<file path="config.mk">
export PLATFORM = sky130hd
export DESIGN_NAME = bram_fb_writer
export DESIGN_NICKNAME = d
export VERILOG_FILES = /design/src/rtl/bram_fb_writer_pkg.sv /design/src/rtl/fb_addr_gen.sv /design/src/rtl/bram_fb_writer.sv
export SDC_FILE = /design/constraint.sdc
export NUM_CORES = 1
export LEC_CHECK = 0
export ABC_AREA = 1
export BUFFER_PORTS_ARGS = -buffer_cell sky130_fd_sc_hd__buf_2
export CORE_AREA = 10 10 151 125
export CTS_CLUSTER_DIAMETER = 120
export DETAILED_ROUTE_END_ITERATION = 8
export DIE_AREA = 0 0 161 135
export HOLD_SLACK_MARGIN = 0.03
export PLACE_DENSITY = 0.62
export SLEW_MARGIN = 30
export SYNTH_ARGS = -nofsm -noshare
export SYNTH_HDL_FRONTEND = slang
export SYNTH_SLANG_ARGS = --single-unit
export TNS_END_PERCENT = 20
</file>
<file path="constraint.sdc">
create_clock -name CLK -period 4.8 [get_ports CLK]
set_clock_uncertainty 0.05 [all_clocks]
set_input_delay 0.48 -clock CLK [delete_from_list [all_inputs] [get_ports CLK]]
set_output_delay 0.48 -clock CLK [all_outputs]
set_load 0.005 [all_outputs]
</file>
<file path="src/rtl/bram_fb_writer_pkg.sv">
// Shared definitions for the frame-buffer writer and the BRAM read-side display controller.
// Holds the frame geometry defaults, the writer FSM states and RGB565 packing.
package bram_fb_writer_pkg;

    localparam int DEF_HSIZE = 320;
    localparam int DEF_VSIZE = 240;
    localparam int FB_ADDR_W = 18;

    typedef enum logic {
        WAIT_SOF = 1'b0,
        ACTIVE   = 1'b1
    } fb_state_t;

    function automatic logic [15:0] pack_rgb565(input logic [7:0] r,
                                                input logic [7:0] g,
                                                input logic [7:0] b);
        return {r[7:3], g[7:2], b[7:3]};
    endfunction

endpackage

</file>
<file path="src/rtl/fb_addr_gen.sv">
// Column/row position tracker producing the BRAM address of the pixel being accepted.
// The row base steps by +/-HSIZE per line, so no runtime multiplier is needed.
module fb_addr_gen
    import bram_fb_writer_pkg::*;
#(
    parameter int HSIZE = DEF_HSIZE,
    parameter int VSIZE = DEF_VSIZE
) (
    input  logic                 clk,
    input  logic                 rst_n,
    input  logic                 restart,
    input  logic                 step,
    input  logic                 rev,
    output logic [FB_ADDR_W-1:0] addr,
    output logic                 last
);

    localparam logic [FB_ADDR_W-1:0] H_LAST   = FB_ADDR_W'(HSIZE - 1);
    localparam logic [FB_ADDR_W-1:0] V_LAST   = FB_ADDR_W'(VSIZE - 1);
    localparam logic [FB_ADDR_W-1:0] H_STEP   = FB_ADDR_W'(HSIZE);
    localparam logic [FB_ADDR_W-1:0] BASE_REV = FB_ADDR_W'((VSIZE - 1) * HSIZE);

    logic [FB_ADDR_W-1:0] col, row, row_base;
    logic [FB_ADDR_W-1:0] cur_col, cur_row, cur_base;

    // A restarting pixel always sits at column 0, row 0 regardless of stored position.
    always_comb begin
        cur_col  = col;
        cur_row  = row;
        cur_base = row_base;
        if (restart) begin
            cur_col  = '0;
            cur_row  = '0;
            cur_base = rev ? BASE_REV : '0;
        end
    end

    assign addr = cur_base + cur_col;
    assign last = (cur_col == H_LAST) && (cur_row == V_LAST);

    always_ff @(posedge clk or negedge rst_n) begin
        if (!rst_n) begin
            col      <= '0;
            row      <= '0;
            row_base <= '0;
        end else if (restart || step) begin
            if (cur_col == H_LAST) begin
                col      <= '0;
                row      <= cur_row + 1'b1;
                row_base <= rev ? (cur_base - H_STEP) : (cur_base + H_STEP);
            end else begin
                col      <= cur_col + 1'b1;
                row      <= cur_row;
                row_base <= cur_base;
            end
        end
    end

endmodule

</file>
<file path="src/rtl/bram_fb_writer.sv">
// Streams RGB888 pixels into a BRAM frame buffer as RGB565, optionally flipped vertically.
// Frames start on SOF; pixels before the first SOF are dropped and counted.
module bram_fb_writer
    import bram_fb_writer_pkg::*;
#(
    parameter int HSIZE = DEF_HSIZE,
    parameter int VSIZE = DEF_VSIZE
) (
    input  logic                 CLK,
    input  logic                 RESET_N,
    input  logic                 ENABLE,
    input  logic                 REVERSE_SW,
    input  logic                 PIX_VALID,
    output logic                 PIX_READY,
    input  logic                 PIX_SOF,
    input  logic [7:0]           PIX_R,
    input  logic [7:0]           PIX_G,
    input  logic [7:0]           PIX_B,
    output logic                 BRAMCLK,
    output logic [FB_ADDR_W-1:0] BRAMADDR,
    output logic [15:0]          BRAMWDATA,
    output logic                 BRAMWE,
    output logic                 FRAME_DONE,
    output logic                 SOF_ERR,
    output logic [15:0]          DROP_CNT
);

    if (HSIZE < 1 || VSIZE < 1 || HSIZE * VSIZE > 262144) begin : g_size_check
        $error("bram_fb_writer: HSIZE*VSIZE must be between 1 and 262144");
    end

    fb_state_t            state, state_n;
    logic                 accept, sof_acc, step, write;
    logic                 rev_lat, rev_cur, last, done_n;
    logic [FB_ADDR_W-1:0] addr;

    assign PIX_READY = ENABLE;
    assign BRAMCLK   = CLK;

    assign accept  = PIX_VALID & ENABLE;
    assign sof_acc = accept & PIX_SOF;
    assign step    = accept & ~PIX_SOF & (state == ACTIVE);
    assign write   = sof_acc | step;
    assign rev_cur = sof_acc ? REVERSE_SW : rev_lat;

    fb_addr_gen #(
        .HSIZE(HSIZE),
        .VSIZE(VSIZE)
    ) u_addr_gen (
        .clk    (CLK),
        .rst_n  (RESET_N),
        .restart(sof_acc),
        .step   (step),
        .rev    (rev_cur),
        .addr   (addr),
        .last   (last)
    );

    // SOF wins over frame completion, so a last pixel carrying SOF never signals done.
    always_comb begin
        state_n = state;
        done_n  = 1'b0;
        if (sof_acc) begin
            state_n = ACTIVE;
        end else if (step && last) begin
            state_n = WAIT_SOF;
            done_n  = 1'b1;
        end
    end

    always_ff @(posedge CLK or negedge RESET_N) begin
        if (!RESET_N) begin
            state      <= WAIT_SOF;
            rev_lat    <= 1'b0;
            SOF_ERR    <= 1'b0;
            DROP_CNT   <= '0;
            BRAMWE     <= 1'b0;
            FRAME_DONE <= 1'b0;
            BRAMADDR   <= '0;
            BRAMWDATA  <= '0;
        end else begin
            state      <= state_n;
            BRAMWE     <= write;
            FRAME_DONE <= done_n;
            if (sof_acc) begin
                rev_lat <= REVERSE_SW;
            end
            if (sof_acc && state == ACTIVE) begin
                SOF_ERR <= 1'b1;
            end
            if (accept && !PIX_SOF && state == WAIT_SOF && DROP_CNT != 16'hFFFF) begin
                DROP_CNT <= DROP_CNT + 16'd1;
            end
            if (write) begin
                BRAMADDR  <= addr;
                BRAMWDATA <= pack_rgb565(PIX_R, PIX_G, PIX_B);
            end
        end
    end

endmodule

</file>
==> run_results.csv, run 1 <==
group,metric,value,unit
clocking,path_clk_slew,90,ps
final_layout,fin_area,8023,µm²
floorplan,die_h,135,µm
run,drv_cap,0,
logic_synthesis,synth_cells,1002,
final_layout,layout-drive-gt1-share,0.1198,
timing,hold_slack,130.8,ps
worst_setup_path,critical_path_class,"clock port to output pin",
min_path,hold_path.class,"input pin to register",
final_layout,area_delta_synth_final,14.48,%
timing,rsz0062_at_grt,"no",
route,drc_errors,0,
floorplan,start_util,0.4464,
pwr,p_total,2755,µW
logic_synthesis,yosys.area.top_type,"dfrtp_1",
logic_synthesis,synth_nets,1051,
floorplan,die_w,161,µm
worst_setup_path,crit_arrival,2760,ps
logic_synthesis,yosysMostFrequentCell,"nand2_1",
route,drtPass1Iterations,5,
timing,final_hold_viol_count,0,
logic_synthesis,synth_area_leaders,"dfrtp_1, nand2_1, inv_1",
route,ant_nets,0,
logic_synthesis,async_reset_ff_frac,1.000,
run_status,status,"finished, final reports clean",
grt,gr-usage-all-layers,0.1741,
logic_synthesis,yosysTopAreaCellShare,0.3892,
pwr,p_per_area,343.4,nW/µm²
placed_design,hpwl,13.78,mm
route,viasPerCell,4.975,
route,wl_per_cell,14.20,µm
pwr,power_frac_clock,0.335,
pwr,leakagePower,0.004522,µW
worst_setup_path,cp-end-kind,"output pin",
route,routed_wl,18.46,mm
placed_design,place.gp.congestion,0.9466,
logic_synthesis,yosysSeqAreaShare,0.3892,
final_layout,final.fill_count,1617,
clocking,clk_latency,490,ps
floorplan,ios,85,
worst_setup_path,worstPathMaxFanout,2,
logic_synthesis,synth_edf_count,0,
clocking,cts_resized,0,
logic_synthesis,synth_common_cells,"nand2_1, inv_1, dfrtp_1",
route,drt-initial-drc-count,515,
floorplan,row_count,41,
logic_synthesis,yosysWarnings,0,
logic_synthesis,avgSynthCellArea,6.994,µm²
clocking,cts_tree,"done",
pwr,p_sw_frac,0.3573,
grt,globalRouteOverflowTotal,0,
grt,grt_max_degree,79,
timing,slew_violations,0,
timing,worst_slew_pin_slew,731.8,ps
pwr,seqPwrFrac,0.396,
grt,antenna_found_initial,0,
pwr,p_sw,984.4,µW
pwr,ir_drop,0.0002398,V
floorplan,die_area,21740,µm²
timing,finalSetupTns,0,ps
worst_setup_path,cp.required,4270,ps
worst_setup_path,start_kind,"clock port",
logic_synthesis,synth_seq_cells,109,
grt,grt_pass1_vias,6281,
placed_design,placed_cell_area,7627,µm²
final_layout,nets,1129,
logic_synthesis,synth_area,7008,µm²
pwr,power.internal,1771,µW
timing,setup_viol,0,
grt,grt_pass1_wl,31.08,mm
placed_design,numPortBuffers,76,
logic_synthesis,ys.flop_type,"dfrtp_1",
pwr,power_frac_comb,0.270,
floorplan,coreArea,15700,µm²
route,vias,6468,
final_layout,diodes,0,
timing,maxSlewHeadroom,0.5115,
logic_synthesis,synthDistinctLibCells,40,
per-layer routing:
metal / GRT usage / routed length, µm / vias up
li1: - / - / 3356
met1: 0.2460 / 9266 / 2909
met2: 0.2468 / 7465 / 189
met3: 0.05316 / 1517 / 14
met4: 0.05600 / 208 / 0
met5: 0 / 0 / -
layout make-up:
| class | instances | area [µm²] | area share |
|---|---|---|---|
| clock buffer | 13 | 305.3 | 0.03805 |
| clock inverter | 7 | 85.08 | 0.01061 |
| inverter | 128 | 480.5 | 0.05989 |
| multi-input combinational | 742 | 3689 | 0.4598 |
| sequential | 109 | 2728 | 0.3400 |
| tap | 215 | 269.0 | 0.03353 |
| timing repair buffer | 86 | 466.7 | 0.05817 |
through the flow:
| step | std cells | setup slack (ps) | utilization |
|---|---|---|---|
| 4_1_cts | 1300 | 1503 | 0.5111 |
| 2_1_floorplan | 1002 | 1759 | - |
| 3_3_place_gp | 1280 | 1367 | 0.4857 |
| 3_5_place_dp | 1280 | 1354 | 0.4859 |
| 6_report | 1300 | 1509 | 0.5111 |
| 5_1_grt | 1300 | 1497 | 0.5111 |
power by group through the flow:
| stage | registers, µW | logic, µW | clock network (µW) |
|---|---|---|---|
| after global routing | 1110 | 853 | 981 |
| after CTS | 1090 | 744 | 947 |
| after detailed placement | 1110 | 739 | 9.05 |
| after floorplan | 1100 | 500 | 13.5 |
| final | 1090 | 743 | 922 |
| after global placement | 1110 | 734 | 9.05 |
cell families after synthesis:
family	after synthesis	share of synthesized area
compound gates	96	0.07856
flops	109	0.3892
fa+ha+maj	19	0.03392
xor+xnor	46	0.05749
simple gates	581	0.3542
buf+inv	151	0.08659
path summary, 6_finish.rpt:
| check | start | to | slack [ps] | depth (start not counted) |
|---|---|---|---|---|
| max reg2reg | u_addr_gen.col[0] | u_addr_gen.row_base[12] | 2200 | 12 |
| min | PIX_G[4] | BRAMWDATA[7] | 130 | 3 |
| max | CLK | BRAMCLK | 1510 | 3 |
| min reg2reg | u_addr_gen.row_base[0] | u_addr_gen.row_base[0] | 420 | 2 |
| max in group asynchronous | RESET_N | u_addr_gen.row_base[14] | 3210 | 3 |
| min in group asynchronous | RESET_N | u_addr_gen.row[4] | 530 | 2 |
state kept, by name (all words and copies together) (netlist names), 16 cells and up:
signal	cells
u_addr_gen.col	18
DROP_CNT	16
BRAMWDATA	16
BRAMADDR	18
u_addr_gen.row_base	18
u_addr_gen.row	18
critical path, stage by stage:
cell	delay [ps]
clkbuf_16	120
clkbuf_16	130
buf_2	120
repair_timing:
action | CTS | global route
hold endpoints to repair | 77 | 0
buffers inserted | 0 | 0
hold buffers | 1 | 0
setup endpoints to repair | 0 | 0
cells in the final DEF, fill, tap and decap left out, types with 2 or more instances in the layout:
cell,netlist,final
nand2_1,355,355
inv_1,126,126
dfrtp_1,109,109
nor2_1,77,77
nand3_1,77,77
buf_2,8,75
xor2_1,35,35
o21ai_0,32,32
a21oi_1,25,25
nand4_1,23,23
ha_1,19,19
nor3_1,17,17
clkbuf_16,0,12
xnor2_1,11,11
nor2_2,10,10
o22ai_1,10,10
buf_4,4,10
o21ai_1,8,8
o21bai_1,7,7
nor4_1,6,6
nand3b_1,5,5
nand2_2,4,4
a31oi_1,4,3
inv_2,2,2
nor3_2,2,2
o21bai_2,2,2
o221ai_1,2,2
inv_8,0,2
clkinv_8,0,2
Note: power is estimated with default switching activity, not from simulation.
==> run 2, diff against run 1 <==
Settings changed: ABC_AREA 1 to 0, CORE_AREA 10 10 151 125 to 10 10 146 121, DIE_AREA 0 0 161 135 to 0 0 156 131, PLACE_DENSITY 0.62 to 0.64.
Clock period 4.8 ns to 2.7 ns, I/O delays scaled along.
==> run 2 against run 1 <==
Against the previous run: flip-flop and latch count is the same; area after synthesis down 7.2%; sequential share of layout area is 1.8 points lower; register-to-register slack got worse by 2100 ps; via count is 4.7% lower; clock power up 85%; highest routed layer unchanged.
==> run_results.csv, run 2 <==
group,metric,value,unit
route,viasPerCell,5.419,
route,ant_nets,0,
pwr,p_total,4591,µW
floorplan,die_area,20440,µm²
timing,maxSlewHeadroom,0.5468,
final_layout,final_util,0.5739,
worst_setup_path,cp-end-kind,"register",
final_layout,area_delta_synth_final,30.23,%
timing,rsz0062_at_grt,"no",
timing,slew_violations,0,
pwr,ir_drop,0.0004244,V
route,drc_errors,0,
final_layout,fin_area,8473,µm²
logic_synthesis,synth_edf_count,0,
worst_setup_path,worstPathMaxFanout,5,
logic_synthesis,synth_nets,815,
floorplan,die_h,131,µm
grt,grt_max_degree,53,
logic_synthesis,yosys.area.top_type,"dfrtp_1",
worst_setup_path,critical_path_class,"register to register",
worst_setup_path,rrSetupSlack,130,ps
logic_synthesis,avgSynthCellArea,8.494,µm²
pwr,leakagePower,0.004152,µW
timing,setup_viol,0,
floorplan,coreArea,14760,µm²
worst_setup_path,startpoint,"u_addr_gen.col[16]",
grt,antenna_found_initial,0,
logic_synthesis,synth_area,6506,µm²
clocking,path_clk_slew,80,ps
logic_synthesis,synthDistinctLibCells,64,
timing,min_period,2565,ps
timing,setup_ws,134.6,ps
floorplan,row_count,40,
worst_setup_path,critPathCapture,"u_addr_gen.row[15]",
final_layout,final_cell_mix,"nand2_1, buf_4, dfrtp_1",
final_layout,diodes,0,
pwr,p_per_area,541.9,nW/µm²
grt,grt_pass1_vias,6071,
final_layout,layout-drive-gt1-share,0.2521,
timing,clock.fmax,389.8,MHz
grt,globalRouteOverflowTotal,0,
placed_design,numPortBuffers,76,
logic_synthesis,async_reset_ff_frac,1.000,
final_layout,nets,992,
timing,final_hold_viol_count,0,
logic_synthesis,synth_area_leaders,"dfrtp_1, nand2_1, xnor2_1",
worst_setup_path,cp.required,3060,ps
worst_setup_path,crit_arrival,2920,ps
clocking,clk_latency,480,ps
worst_setup_path,rr_startpoint,"u_addr_gen.col[16]",
floorplan,ios,85,
placed_design,place.gp.congestion,0.9223,
route,drtPass1Iterations,5,
grt,grt_pass1_wl,30.35,mm
clocking,cts_tree,"done",
run_status,status,"finished, final reports clean",
run,drv_cap,0,
worst_setup_path,r2r_end,"u_addr_gen.row[15]",
placed_design,hpwl,13.45,mm
final_layout,finalNonFillerCells,1137,
logic_synthesis,synth_seq_cells,109,
route,routed_wl,18.29,mm
grt,gr-usage-all-layers,0.1845,
worst_setup_path,worst_r2r_path_depth,6,
timing,timing.final.crit_share,0.9501,
route,vias,6161,
route,wl_per_cell,16.08,µm
timing,worst_slew_pin_slew,679.8,ps
logic_synthesis,synth_common_cells,"nand2_1, dfrtp_1, nor2_1",
floorplan,start_util,0.4407,
logic_synthesis,yosysSeqAreaShare,0.4192,
floorplan,die_w,156,µm
logic_synthesis,ys.flop_type,"dfrtp_1",
placed_design,place_inst,1101,
placed_design,placed_cell_area,7876,µm²
logic_synthesis,synth_cells,766,
logic_synthesis,yosysTopAreaCellShare,0.4192,
final_layout,mostFrequentLayoutCell,"nand2_1",
route,drt-initial-drc-count,442,
min_path,hold_path.class,"input pin to register",
worst_setup_path,start_kind,"register",
logic_synthesis,yosysMostFrequentCell,"nand2_1",
logic_synthesis,yosysWarnings,0,
placed_design,pre_cts_ws,-303.9,ps
## run 2: layout make-up
type | count | area [µm²]
tap | 189 | 236.5
inverter | 10 | 37.54
clock inverter | 7 | 115.1
sequential | 109 | 2728
multi-input combinational | 600 | 3612
timing repair buffer | 209 | 1439
clock buffer | 13 | 305.3
fill | 1256 | 6291
## run 2: where the power goes
group          leakage, µW  switching (µW)  total [µW]  internal, µW
clock             0.000204             745        1710           960
sequential         0.00145             130        1910          1780
combinational      0.00249             523         977           455
## run 2: critical path: stages, from the launching register on
cell and delay (ps):
dfrtp_1 430, nor4_1 410, nand4_1 340, or4_4 570, or2_4 260, or3_1 310
a21oi_1 120
## run 2: routing by layer
metal,track usage,wire (µm),vias to the layer above
li1,-,-,3020
met1,0.2528,8827,2919
met2,0.2752,7895,204
met3,0.05554,1334,18
met4,0.05488,229,0
met5,0,0,-
## run 2: worst min path at each step
stage	from	end	slack [ps]	depth (start not counted)
6_report	REVERSE_SW	rev_lat	310	5
3_3_place_gp	RESET_N	BRAMADDR[17]	300	1
5_1_grt	PIX_VALID	u_addr_gen.row_base[0]	330	3
4_1_cts	REVERSE_SW	u_addr_gen.row_base[7]	280	4
3_5_place_dp	CLK	BRAMCLK	300	1
2_1_floorplan	RESET_N	BRAMADDR[0]	-80	0
## run 2: what timing repair did
| action | CTS | global route |
|---|---|---|
| setup buffers | 0 | 0 |
| hold endpoints to repair | 66 | 0 |
| hold buffers | 17 | 0 |
| resized for setup | 0 | 4 |
| endpoints found under the setup margin | 0 | 10 |
## run 2: through the flow
step / setup TNS (ps) / hold WS (ps)
3_3_place_gp: -2177 / 296.6
2_1_floorplan: -1819 / -75.59
5_1_grt: 0 / 328.1
4_1_cts: 0 / 283.4
3_5_place_dp: -3659 / 302.9
6_report: 0 / 308.2
## run 2: cell families after synthesis
group	synth area share
and+or+nand+nor	0.2531
AOI/OAI and AO/OA	0.1564
DFF	0.4192
xor gates and xnor gates	0.08885
buffers and inverters	0.03654
adders and majority gates	0.03962
muxes	0.006346
==> run 3, diff against run 2 <==
--- a/config.mk
+++ b/config.mk
@@ -9,8 +9,8 @@
 export BUFFER_PORTS_ARGS = -buffer_cell sky130_fd_sc_hd__buf_2
-export CORE_AREA = 10 10 146 121
+export CORE_AREA = 10 10 176 145
 export CTS_CLUSTER_DIAMETER = 120
 export DETAILED_ROUTE_END_ITERATION = 8
-export DIE_AREA = 0 0 156 131
+export DIE_AREA = 0 0 186 155
 export HOLD_SLACK_MARGIN = 0.03
-export PLACE_DENSITY = 0.64
+export PLACE_DENSITY = 0.46
 export SLEW_MARGIN = 30
==> constraint.sdc (replaced) <==
create_clock -name CLK -period 2.7 [get_ports CLK]
set_clock_uncertainty 0.05 [all_clocks]
set_input_delay 0.54 -clock CLK [delete_from_list [all_inputs] [get_ports CLK]]
set_output_delay 0.54 -clock CLK [all_outputs]
set_load 0.005 [all_outputs]
==> run 3 against run 2 <==
Against the previous run: power decreased by 1.2%; worst setup slack got worse by 13 ps; count of clock-buffer cells in the layout unchanged; critical path depth grew 8; routed wire length up 6.5%; maximum frequency fell by 0.51%; largest cell class unchanged; largest power group unchanged; highest routed layer unchanged.
==> run_results.csv, run 3 (synthesis results as in run 2) <==
group,metric,value,unit
timing,maxSlewHeadroom,0.6581,
worst_setup_path,cp-end-kind,"register",
timing,slew_violations,0,
floorplan,die_w,186,µm
worst_setup_path,crit_arrival,2890,ps
floorplan,ios,85,
grt,antenna_found_initial,0,
timing,worst_slew_pin_slew,499.9,ps
floorplan,start_util,0.2948,
route,wl_per_cell,15.74,µm
pwr,leakagePower,0.004198,µW
floorplan,die_area,28830,µm²
route,vias,5965,
timing,timing.final.crit_share,0.9550,
pwr,ir_drop,0.0004075,V
final_layout,layout-drive-gt1-share,0.2762,
clocking,post-cts-setup-buffers,0,
timing,final_hold_viol_count,0,
clocking,cts_tree,"done",
timing,clock.fmax,387.8,MHz
min_path,hold_path.class,"input pin to register",
final_layout,mostFrequentLayoutCell,"nand2_1",
final_layout,final_cell_mix,"nand2_1, buf_4, dfrtp_1",
worst_setup_path,r2r_end,"u_addr_gen.row[15]",
timing,setup_viol,0,
final_layout,final_util,0.3892,
final_layout,fin_area,8591,µm²
route,drtPass1Iterations,5,
min_path,min_to,"BRAMWDATA[12]",
placed_design,numPortBuffers,76,
route,ant_nets,0,
worst_setup_path,start_kind,"input pin",
clocking,clk_latency,480,ps
min_path,min_path_cells,3,
pwr,p_per_area,528.2,nW/µm²
placed_design,pre_cts_ws,-439.5,ps
grt,grt_pass1_vias,5814,
worst_setup_path,worst_r2r_path_depth,9,
worst_setup_path,worstPathMaxFanout,7,
worst_setup_path,critical_path_class,"input pin to register",
timing,min_period,2579,ps
floorplan,die_h,155,µm
clocking,path_clk_slew,90,ps
worst_setup_path,rr_startpoint,"u_addr_gen.col[1]",
route,drt-initial-drc-count,356,
timing,setup_ws,121.4,ps
final_layout,area_delta_synth_final,32.04,%
worst_setup_path,cp.required,3010,ps
timing,rsz0062_at_grt,"yes",
route,drc_errors,0,
worst_setup_path,rrSetupSlack,140,ps
grt,gr-usage-all-layers,0.1375,
route,routed_wl,19.47,mm
placed_design,place.gp.congestion,0.8132,
grt,globalRouteOverflowTotal,0,
route,viasPerCell,4.822,
min_path,hp-start,"PIX_R[4]",
floorplan,coreArea,22070,µm²
grt,grt_pass1_wl,31.87,mm
run,drv_cap,0,
placed_design,hpwl,14.73,mm
run_status,status,"finished, final reports clean",
placed_design,placed_cell_area,8170,µm²
grt,grt_max_degree,42,
floorplan,row_count,49,
final_layout,nets,1000,
## run 3: changes by cell type in the layout (fill, tap and decap cells not counted), moves of 2 or more
cell,delta
clkinv_8,-2
dlygate4sd3_1,-16
o21ai_1,+2
buf_4,+24
o21ai_0,-2
clkinv_4,+2
## run 3: power breakdown
part | internal (µW) | switching (µW) | leakage (µW)
registers | 1780 | 135 | 0.00145
clock network | 868 | 776 | 0.000192
logic | 463 | 518 | 0.00255
## run 3: worst max-delay path by stage
stage | start | end | depth (start not counted)
2_1_floorplan | PIX_VALID | u_addr_gen.row[15] | 13
3_3_place_gp | ENABLE | u_addr_gen.row_base[16] | 14
3_5_place_dp | ENABLE | u_addr_gen.row_base[16] | 14
4_1_cts | ENABLE | u_addr_gen.row_base[16] | 14
5_1_grt | ENABLE | BRAMADDR[17] | 13
6_report | PIX_VALID | u_addr_gen.row_base[16] | 14
## run 3: critical path: stages
cell,delay [ps]
buf_2,120
and3_4,220
nand2_1,100
buf_4,170
nand2_1,140
ha_1,230
buf_4,150
o31ai_2,220
a21oi_1,90
o221a_2,300
o21ai_1,200
buf_4,160
mux2i_1,180
nor3_1,70
## run 3: final cells by class
| class | count | area (µm²) |
|---|---|---|
| Fill cell | 2292 | 13480 |
| Multi-Input combinational cell | 600 | 3622 |
| Sequential cell | 109 | 2728 |
| Timing Repair Buffer | 217 | 1459 |
| Tap cell | 280 | 350.3 |
| Clock buffer | 13 | 305.3 |
| Clock inverter | 7 | 86.33 |
| Inverter | 10 | 37.54 |
| Antenna cell | 1 | 2.502 |
## run 3: what timing repair did
item	CTS	global route
hold buffers	1	0
endpoints found under the hold margin	29	0
gates resized for setup	0	7
endpoints found under the setup margin	0	5
## run 3: metrics by stage
step	instances	TNS (ps)	power, µW	hold slack, ps
after floorplan	766	-12500	2475	194.4
after global placement	1216	-11280	2943	404.5
after detailed placement	1216	-12250	2945	406.8
after CTS	1236	0	4611	176.3
after global routing	1236	-1.189	4807	187.8
final	1237	0	4537	192.2
## run 3: routing by layer
metal | track usage | up-vias | wire (µm)
li1 | - | 3041 | -
met1 | 0.2123 | 2801 | 10610
met2 | 0.1847 | 113 | 7709
met3 | 0.03608 | 10 | 1045
met4 | 0.02491 | 0 | 106
met5 | 0 | - | 0
